==> config.mk <==
export PLATFORM = sky130hd
export DESIGN_NAME = uart_tx_fifo
export DESIGN_NICKNAME = d
export VERILOG_FILES = /design/src/rtl/uart_tx_fifo.sv
export SDC_FILE = /design/constraint.sdc
export NUM_CORES = 1
export LEC_CHECK = 0
export ABC_AREA = 1
export ABC_CLOCK_PERIOD_IN_PS = 2050
export CAP_MARGIN = 20
export CORE_UTILIZATION = 46
export CTS_BUF_LIST = sky130_fd_sc_hd__clkbuf_16
export DETAILED_ROUTE_END_ITERATION = 10
export GPL_TIMING_DRIVEN = 0
export PLACE_DENSITY = 0.64
export SYNTH_ARGS = -nofsm -noshare
export SYNTH_HDL_FRONTEND = slang
export SYNTH_SLANG_ARGS = --single-unit
==> constraint.sdc <==
create_clock -name clock -period 2.05 [get_ports clock]
set_input_delay 0.41 -clock clock [delete_from_list [all_inputs] [get_ports clock]]
set_output_delay 0.41 -clock clock [all_outputs]
set_load 0.01 [all_outputs]
==> src/rtl/uart_tx_fifo.sv <==
// UART 8N1 transmitter fed by a small byte FIFO.
// Bytes are pushed with a valid/ready handshake and sent back to back, LSB first.
// Every output is registered except in_ready, which decodes the registered count.
module uart_tx_fifo #(
    parameter int unsigned CLKS_PER_BIT = 868,
    parameter int unsigned FIFO_DEPTH   = 8
) (
    input  logic                         clock,
    input  logic                         reset,
    input  logic [7:0]                   in_Byte,
    input  logic                         in_valid,
    output logic                         in_ready,
    output logic                         serial_out,
    output logic                         o_busy,
    output logic                         o_done,
    output logic [$clog2(FIFO_DEPTH):0]  o_count
);

    localparam int unsigned AW = $clog2(FIFO_DEPTH);
    localparam int unsigned BW = (CLKS_PER_BIT > 1) ? $clog2(CLKS_PER_BIT) : 1;
    localparam logic [BW-1:0] BAUD_LAST  = BW'(CLKS_PER_BIT - 1);
    localparam logic [BW-1:0] BAUD_PRE   = BW'(CLKS_PER_BIT - 2);
    localparam logic [AW:0]   COUNT_FULL = (AW + 1)'(FIFO_DEPTH);

    typedef enum logic [1:0] {StIdle, StStart, StData, StStop} state_t;

    state_t          r_state;
    logic [BW-1:0]   r_baud;
    logic [2:0]      r_bit;
    logic [7:0]      r_shift;
    logic            r_serial;
    logic            r_busy;
    logic            r_done;

    logic [7:0]      r_mem [FIFO_DEPTH];
    logic [AW-1:0]   r_wr_ptr;
    logic [AW-1:0]   r_rd_ptr;
    logic [AW:0]     r_count;

    logic            w_push;
    logic            w_pop;
    logic            w_baud_end;

    assign in_ready   = (r_count != COUNT_FULL);
    assign w_push     = in_valid && in_ready;
    assign w_baud_end = (r_baud == BAUD_LAST);
    // Pop when idle, or on the last stop-bit cycle so the next start bit follows without a gap.
    assign w_pop      = (r_count != '0) &&
                        ((r_state == StIdle) || ((r_state == StStop) && w_baud_end));

    assign serial_out = r_serial;
    assign o_busy     = r_busy;
    assign o_done     = r_done;
    assign o_count    = r_count;

    // Buffer storage; contents are meaningless once the pointers are cleared, so no reset.
    always_ff @(posedge clock) begin
        if (w_push) begin
            r_mem[r_wr_ptr] <= in_Byte;
        end
    end

    // Buffer pointers and occupancy; push and pop on the same edge both take effect.
    always_ff @(posedge clock or negedge reset) begin
        if (!reset) begin
            r_wr_ptr <= '0;
            r_rd_ptr <= '0;
            r_count  <= '0;
        end else begin
            if (w_push) begin
                r_wr_ptr <= r_wr_ptr + 1'b1;
            end
            if (w_pop) begin
                r_rd_ptr <= r_rd_ptr + 1'b1;
            end
            case ({w_push, w_pop})
                2'b10:   r_count <= r_count + 1'b1;
                2'b01:   r_count <= r_count - 1'b1;
                default: r_count <= r_count;
            endcase
        end
    end

    // Frame sequencer: start, eight data bits, stop; line, busy and done are registered here.
    always_ff @(posedge clock or negedge reset) begin
        if (!reset) begin
            r_state  <= StIdle;
            r_baud   <= '0;
            r_bit    <= '0;
            r_shift  <= '0;
            r_serial <= 1'b1;
            r_busy   <= 1'b0;
            r_done   <= 1'b0;
        end else begin
            r_done <= 1'b0;
            unique case (r_state)
                StIdle: begin
                    r_serial <= 1'b1;
                    r_baud   <= '0;
                    if (w_pop) begin
                        r_shift  <= r_mem[r_rd_ptr];
                        r_bit    <= '0;
                        r_state  <= StStart;
                        r_serial <= 1'b0;
                        r_busy   <= 1'b1;
                    end
                end
                StStart: begin
                    if (w_baud_end) begin
                        r_baud   <= '0;
                        r_bit    <= '0;
                        r_state  <= StData;
                        r_serial <= r_shift[0];
                    end else begin
                        r_baud <= r_baud + 1'b1;
                    end
                end
                StData: begin
                    if (w_baud_end) begin
                        r_baud <= '0;
                        if (r_bit == 3'd7) begin
                            r_state  <= StStop;
                            r_serial <= 1'b1;
                        end else begin
                            r_bit    <= r_bit + 3'd1;
                            r_serial <= r_shift[r_bit + 3'd1];
                        end
                    end else begin
                        r_baud <= r_baud + 1'b1;
                    end
                end
                StStop: begin
                    if (w_baud_end) begin
                        r_baud <= '0;
                        if (w_pop) begin
                            r_shift  <= r_mem[r_rd_ptr];
                            r_bit    <= '0;
                            r_state  <= StStart;
                            r_serial <= 1'b0;
                        end else begin
                            r_state <= StIdle;
                            r_busy  <= 1'b0;
                        end
                    end else begin
                        r_baud <= r_baud + 1'b1;
                        // Registered pulse lands on the final stop-bit cycle.
                        if (r_baud == BAUD_PRE) begin
                            r_done <= 1'b1;
                        end
                    end
                end
                default: begin
                    r_state <= StIdle;
                end
            endcase
        end
    end

endmodule
==> results of run 1 <==
-- through the flow --
stage                     cell area [um^2]  cells  util (%)  hold WS [ns]  TNS (ns)
after floorplan                       4470    428         -         0.114         0
after global placement                4810    575      51.6         0.454    -26.86
after detailed placement              4810    575      51.5         0.457    -18.04
after CTS                             5180    593      55.5         0.171    -0.166
after global routing                  5280    597      56.6         0.223     -1.88
final                                 5280    597      56.6         0.142         0
-- area by class of cell --
| class | count | area (um^2) | share of cell area (%) |
|---|---|---|---|
| flip-flops and latches | 100 | 2830 | 53.5 |
| clock buffers | 9 | 225 | 4.27 |
| well taps | 129 | 161 | 3.06 |
| inverters | 28 | 110 | 2.09 |
| clock inverters | 7 | 88.8 | 1.68 |
| multi-input cells | 287 | 1570 | 29.8 |
| plain buffers | 13 | 75.1 | 1.42 |
| repair buffers | 24 | 220 | 4.17 |
-- layer usage --
metal	GRT usage, %	vias to the layer above	part of all wire (%)
met5	0	-	0
met4	7.02	0	1.3
met3	3.54	7	4.3
met2	31.5	51	49
met1	24.2	1390	45
li1	-	1529	-
-- Yosys cell counts --
library cell / number / area (um^2)
nor3b_1: 2 / 15.0
dfrtp_1: 35 / 876
o31ai_1: 1 / 7.51
nand2_1: 70 / 263
buf_2: 3 / 15.0
a31oi_2: 2 / 25.0
and3_1: 1 / 6.26
clkbuf_1: 5 / 18.8
nand4_1: 4 / 25.0
inv_2: 2 / 7.51
nand3_1: 13 / 65.1
xnor2_1: 4 / 35.0
ha_1: 13 / 163
nand3_2: 1 / 10.0
dfstp_2: 1 / 26.3
buf_6: 1 / 11.3
a21oi_1: 7 / 35.0
clkinv_1: 1 / 3.75
o21ai_0: 49 / 245
nand2_2: 5 / 31.3
o21a_1: 2 / 15.0
nand3b_1: 2 / 15.0
xor2_1: 4 / 35.0
nor2_1: 74 / 278
buf_4: 1 / 7.51
nor2_2: 7 / 43.8
buf_1: 2 / 7.51
nor3_4: 1 / 16.3
inv_1: 25 / 93.8
nor3_1: 6 / 30.0
buf_8: 1 / 15.0
and2_1: 1 / 6.26
o21ai_1: 9 / 45.0
or2_2: 2 / 12.5
edfxtp_1: 64 / 1920
a31oi_1: 7 / 43.8
-- worst paths after layout --
kind | to | cells past startpoint | slack, ns | from
max | o_count[2] | 14 | 0.04 | r_state[0]
min | r_baud[7] | 1 | 0.14 | reset
max reg2reg | o_count[2] | 14 | 0.04 | r_state[0]
min reg2reg | serial_out | 2 | 0.47 | serial_out
max in group asynchronous | r_state[1] | 1 | 1.35 | reset
min in group clock | serial_out | 2 | 0.47 | serial_out
-- sequential cells by signal, summed over array words and instances, names as in the netlist --
| name | cells |
|---|---|
| serial_out | 1 |
| r_bit | 3 |
| r_state | 2 |
| r_wr_ptr | 3 |
| o_done | 1 |
| r_shift | 8 |
| r_baud | 10 |
| o_count | 4 |
| r_rd_ptr | 3 |
| r_mem | 64 |
| o_busy | 1 |
-- logic make-up (layout without fill, tap and decap cells) --
logic type,after synthesis,after routing,synth area share (%)
and+or+nand+nor,189,189,18.3
DFF,100,100,63.2
AOI/OAI and AO/OA,77,77,9.32
buffers and inverters,41,81,4.03
adders and majority gates,13,13,3.64
xor gates and xnor gates,8,8,1.57
-- placed cells by master (no fill, tap or decap), types with 3 or more instances in the layout --
cell             synthesis  layout
nor2_1                  74      66
buf_4                    1       7
edfxtp_1                64      64
buf_2                    3       4
clkdlybuf4s50_1          0      17
clkbuf_16                0       9
a21oi_1                  7       7
xnor2_1                  4       4
nor2_2                   7       9
a31oi_1                  7       7
xor2_1                   4       3
nand4_1                  4       4
nor3_1                   6       6
o21ai_0                 49      49
nor2_4                   0       6
clkbuf_1                 5       5
nand2_2                  5       5
nand3_1                 13      13
o21ai_1                  9       9
ha_4                     0       3
nand2_1                 70      69
dfrtp_1                 35      33
inv_1                   25      23
ha_1                    13       9
clkinv_8                 0       3
-- where the power goes --
part	internal, mW	switching (mW)	total [mW]	leakage (nW)
Sequential	2.65	0.326	2.97	1.02
Combinational	1.21	1.89	3.10	0.850
Clock	0.879	0.846	1.72	0.152
Total	4.74	3.06	7.80	2.02
-- timing repair --
item	4_1_cts	5_1_grt
buffers inserted	2	4
hold buffers	0	0
resized for setup	15	15
setup endpoints to repair	35	29
pin swaps	1	2
==> reports/results.txt, run 1 <==
status -> finished clean
layout cells sized above 1 -> 14.5%
grt ovf -> 0
Final Max Slew Viols -> 0
TritonCTS Sinks -> 100
First DRT Iteration DRCs -> 165
gp weighted congestion -> 0.787
VDD IR-drop max -> 0.000604 V
clk slew on worst S/H paths -> 0.08 ns
final hold violation count -> 0
final setup margin -> 0.0414 ns
HP Class -> in -> async
Setup crit end kind -> register
sequential area share after synthesis -> 63.2%
DIE WIDTH -> 101 um
antenna diode count -> 0
Power, Total -> 7.80 mW
largest net degree at the start of global routing -> 37
CTS root buf -> clkbuf_16
final setup vio count -> 0
CP dominant cell by count -> nand2_1
worst skew pair latency -> 0.35 ns
CTS tree -> done
Via density -> 4.99
syn nets -> 452
Cells after Synth -> 428
Clock Path Buffers -> 2
Ports -> 19
DR WL/cell -> 14.5 um
vias in the first global route -> 2897
Max Cap Viol -> 0
Via Count -> 2977
initial antenna violation count -> 0
Worst setup SP type -> register
Clock Skew -> 0.0138 ns
CTS buffer count -> 9
final antenna-violating net count -> 0
PD cells -> 1480 nW/um^2
warning count from the yosys run -> 0
DP Worst Slack -> -0.400 ns
core area -> 9330 um^2
Rows -> 35
CP peak stage delay -> 0.47 ns
RSZ-0062 raised after global routing -> yes
starting density of the core -> 47.9%
WL final -> 8650 um
Peak Freq -> 498 MHz
first-pass iteration count of the detailed router -> 4
GRT Total Usage -> 18.7%
Die Y -> 101 um
Pleak -> 2.02 nW
nets@finish -> 487
number of port buffers -> 18
DRC viols -> 0
period utilization -> 98.0%
Mapped Area -> 4470 um^2
final worst path period need -> 2.01 ns
CP Class -> reg -> reg
Worst slew margin -> 47.0%
hpwl dp -> 5920 um
fill count -> 809
H-tree levels -> 3
CP Cell Sequence -> inv_4, ha_4, nor2_1, nor2_2, nand2_4, inv_4, ha_4, xor2_2, ha_1, inv_1, nand2_1, nand2_1, nand3_1, nand2_1
Worst Path Max Fanout -> 5
Synth Register Bits -> 100
die area -> 10100 um^2
first-pass GRT wire length -> 14200 um
CP delay by family, top -> simple AND/OR/NAND/NOR gates
Worst EP arrival -> 2.25 ns
area grow syn2layout -> 18.1%
worst-margin pin slew -> 0.795 ns
Avg Cell Area, Syn -> 10.4 um^2
WP buf/inv -> 3
post-synth cell types -> 36
CP max-delay cell -> dfrtp_2
CP required -> 2.29 ns
Note: power is estimated with default switching activity, not from simulation.
==> run 2, diff against run 1 <==
- ABC_AREA: 1 -> unset
==> reports/results.txt, run 2 <==
Worst EP arrival -> 2.89 ns (was 2.25 ns)
clk slew on worst S/H paths -> 0.07 ns (was 0.08 ns)
first-pass iteration count of the detailed router -> 4 (unchanged)
largest register by flop count -> r_mem (unchanged)
Post-Place Cells -> 445 (was 575)
Clock Skew -> 0.00681 ns (was 0.0138 ns)
warning count from the yosys run -> 0 (unchanged)
Max Cap Viol -> 0 (unchanged)
Synth area leaders -> edfxtp_1 (43%), dfrtp_1 (20%), mux4_2 (8.6%) (was edfxtp_1 (43%), dfrtp_1 (20%), nor2_1 (6.2%))
biggest area consumer among synthesized cells -> edfxtp_1 (unchanged)
Post-synth top cells -> edfxtp_1 (64), dfrtp_1 (35), nor2_1 (26), mux4_2 (17), a21oi_1 (14) (was nor2_1 (74), nand2_1 (70), edfxtp_1 (64), o21ai_0 (49), dfrtp_1 (35))
CP Cell Sequence -> or4b_4, o41ai_4, ha_4, xor2_1, ha_2, or3_4, a21oi_2, a211oi_2, xnor2_1 (was inv_4, ha_4, nor2_1, nor2_2, nand2_4, inv_4, ha_4, xor2_2, ha_1, inv_1, nand2_1, nand2_1, nand3_1, nand2_1)
sequential area share after synthesis -> 63.5% (was 63.2%)
First DRT Iteration DRCs -> 62 (was 165)
CTS tree -> done (unchanged)
Via Count -> 2449 (was 2977)
layout cells sized above 1 -> 25.7% (was 14.5%)
initial antenna violation count -> 0 (unchanged)
largest net degree at the start of global routing -> 37 (unchanged)
die area -> 10100 um^2 (about the same)
RSZ-0062 raised after global routing -> yes (unchanged)
fin util -> 56.8% (was 56.6%)
number of flip-flops in the largest register -> 64 (unchanged)
final worst path period need -> 2.66 ns (was 2.01 ns)
TritonCTS Sinks -> 100 (unchanged)
CP peak stage delay -> 0.52 ns (was 0.47 ns)
Power, Total -> 7.77 mW (was 7.80 mW)
Worst slew margin -> 44.9% (was 47.0%)
Cells after Synth -> 293 (was 428)
Worst setup SP type -> register (unchanged)
hpwl dp -> 5360 um (was 5920 um)
WL final -> 7920 um (was 8650 um)
gp weighted congestion -> 0.745 (was 0.787)
nets@finish -> 357 (was 487)
CP max-delay cell -> or4b_4 (was dfrtp_2)
first-pass GRT wire length -> 13200 um (was 14200 um)
worst-margin pin slew -> 0.826 ns (was 0.795 ns)
number of synthesized flops with an enable pin -> 64 (unchanged)
starting density of the core -> 47.9% (about the same)
Mapped Area -> 4450 um^2 (was 4470 um^2)
commonest cells after routing, fill and taps aside -> edfxtp_1 (64), dfrtp_1 (34), nor2_1 (23) (was nand2_1 (69), nor2_1 (66), edfxtp_1 (64))
Ports -> 19 (unchanged)
number of port buffers -> 18 (unchanged)
r2r worst-path depth -> 9 (was 14)
biggest regs -> r_mem: 64 flops, r_baud: 10 flops, r_shift: 8 flops (unchanged)
WP buf/inv -> 0 (was 3)
DRC viols -> 0 (unchanged)
HP Class -> in -> async (unchanged)
final setup margin -> -0.610 ns (was 0.0414 ns)
core area -> 9280 um^2 (was 9330 um^2)
antenna diode count -> 0 (unchanged)
Avg Cell Area, Syn -> 15.2 um^2 (was 10.4 um^2)
share of the synthesized area in the top cell type -> 43.2% (was 43.0%)
Worst Path Max Fanout -> 4 (was 5)
Pleak -> 1.96 nW (was 2.02 nW)
CP delay by family, top -> simple AND/OR/NAND/NOR gates (unchanged)
syn nets -> 317 (was 452)
post-synth cell types -> 51 (was 36)
most used flip-flop cell after synthesis -> edfxtp_1 (unchanged)
grt ovf -> 0 (unchanged)
final hold violation count -> 0 (unchanged)
DR WL/cell -> 17.0 um (was 14.5 um)
final std cells w/o fill -> 467 (was 597)
Stages on worst setup path -> 9 (was 14)
CP Class -> reg -> reg (unchanged)
most numerous cell in the Yosys netlist -> edfxtp_1 (was nor2_1)
Rows -> 35 (unchanged)
period utilization -> 130% (was 98.0%)
post-synthesis async set-or-reset flop share -> 36.0% (unchanged)
area grow syn2layout -> 18.6% (was 18.1%)
PD cells -> 1470 nW/um^2 (was 1480 nW/um^2)
status -> finished, violations left (was finished clean)
Clock Path Buffers -> 2 (unchanged)
CTS buffer count -> 9 (unchanged)
DP Worst Slack -> -1.14 ns (was -0.400 ns)
Synth Register Bits -> 100 (unchanged)
Setup crit end kind -> register (unchanged)
Via density -> 5.24 (was 4.99)
CP required -> 2.28 ns (was 2.29 ns)
VDD IR-drop max -> 0.000712 V (was 0.000604 V)
final setup vio count -> 19 (was 0)
final antenna-violating net count -> 0 (unchanged)
failing checks -> setup timing
fill count -> 758 (was 809)
GRT Total Usage -> 18.0% (was 18.7%)
H-tree levels -> 3 (unchanged)
CTS root buf -> clkbuf_16 (unchanged)
Peak Freq -> 376 MHz (was 498 MHz)
vias in the first global route -> 2611 (was 2897)
DIE WIDTH -> 100 um (was 101 um)
commonest non-fill, non-tap cell in the layout -> edfxtp_1 (was nand2_1)
worst skew pair latency -> 0.34 ns (was 0.35 ns)
Die Y -> 100 um (was 101 um)
Final Max Slew Viols -> 0 (unchanged)
Post-CTS Hold Buffers -> 0 (unchanged)
==> run 2: path summary, 6_finish.rpt <==
path | endpoint | slack, ns | from
max in group asynchronous | r_baud[2] | 1.32 | reset
worst min-delay path | r_baud[8] | 0.17 | reset
worst max register to register | o_count[2] | -0.61 | r_baud[7]
min in group clock | r_baud[0] | 0.52 | r_baud[0]
worst max-delay path | o_count[2] | -0.61 | r_baud[7]
worst min register to register | r_baud[0] | 0.52 | r_baud[0]
==> run 2: per-layer routing <==
metal  up-vias  GRT usage, %  share of wire [%]
met3        11          4.39                2.8
met1      1214          22.7                 46
met2        27          29.9                 50
met5         -             0                  0
li1       1197             -                  -
met4         0          7.47                1.6
==> run 2: logic make-up (layout without fill, tap and decap cells) <==
| logic type | Yosys count | in the layout | synth area share (%) |
|---|---|---|---|
| compound gates | 36 | 36 | 6.27 |
| fa+ha+maj | 13 | 13 | 3.66 |
| mux | 33 | 33 | 12.3 |
| flops | 100 | 100 | 63.5 |
| simple gates | 72 | 72 | 8.44 |
| xor+xnor | 16 | 16 | 3.15 |
| buf+inv | 23 | 68 | 2.67 |
==> run 2: per-stage QoR <==
step                hold WS (ns)  instance area, um^2  setup TNS [ns]
floorplan                  0.114                 4480           -3.04
global placement           0.505                 4830          -51.07
detailed placement         0.510                 4860          -26.44
CTS                        0.186                 5240           -2.97
global route               0.235                 5280           -7.83
finish                     0.165                 5280           -4.30
==> run 2: power breakdown <==
group	switching (mW)	internal (mW)
Sequential	0.324	2.65
Combinational	1.57	1.53
Clock	0.733	0.959
==> run 2: layout make-up <==
type	count	area [um^2]	area share [%]
Multi-Input combinational cell	170	1610	30.4
Timing Repair Buffer	31	265	5.03
Sequential cell	100	2830	53.5
Tap cell	129	161	3.06
Buffer	12	77.6	1.47
Clock inverter	7	75.1	1.42
Clock buffer	9	225	4.27
Inverter	9	41.3	0.782
==> run 2: timing repair <==
item | 4_1_cts | 5_1_grt
setup endpoints to repair | 78 | 39
buffers inserted | 7 | 2
gates resized for setup | 23 | 6
pin swaps | 7 | 6
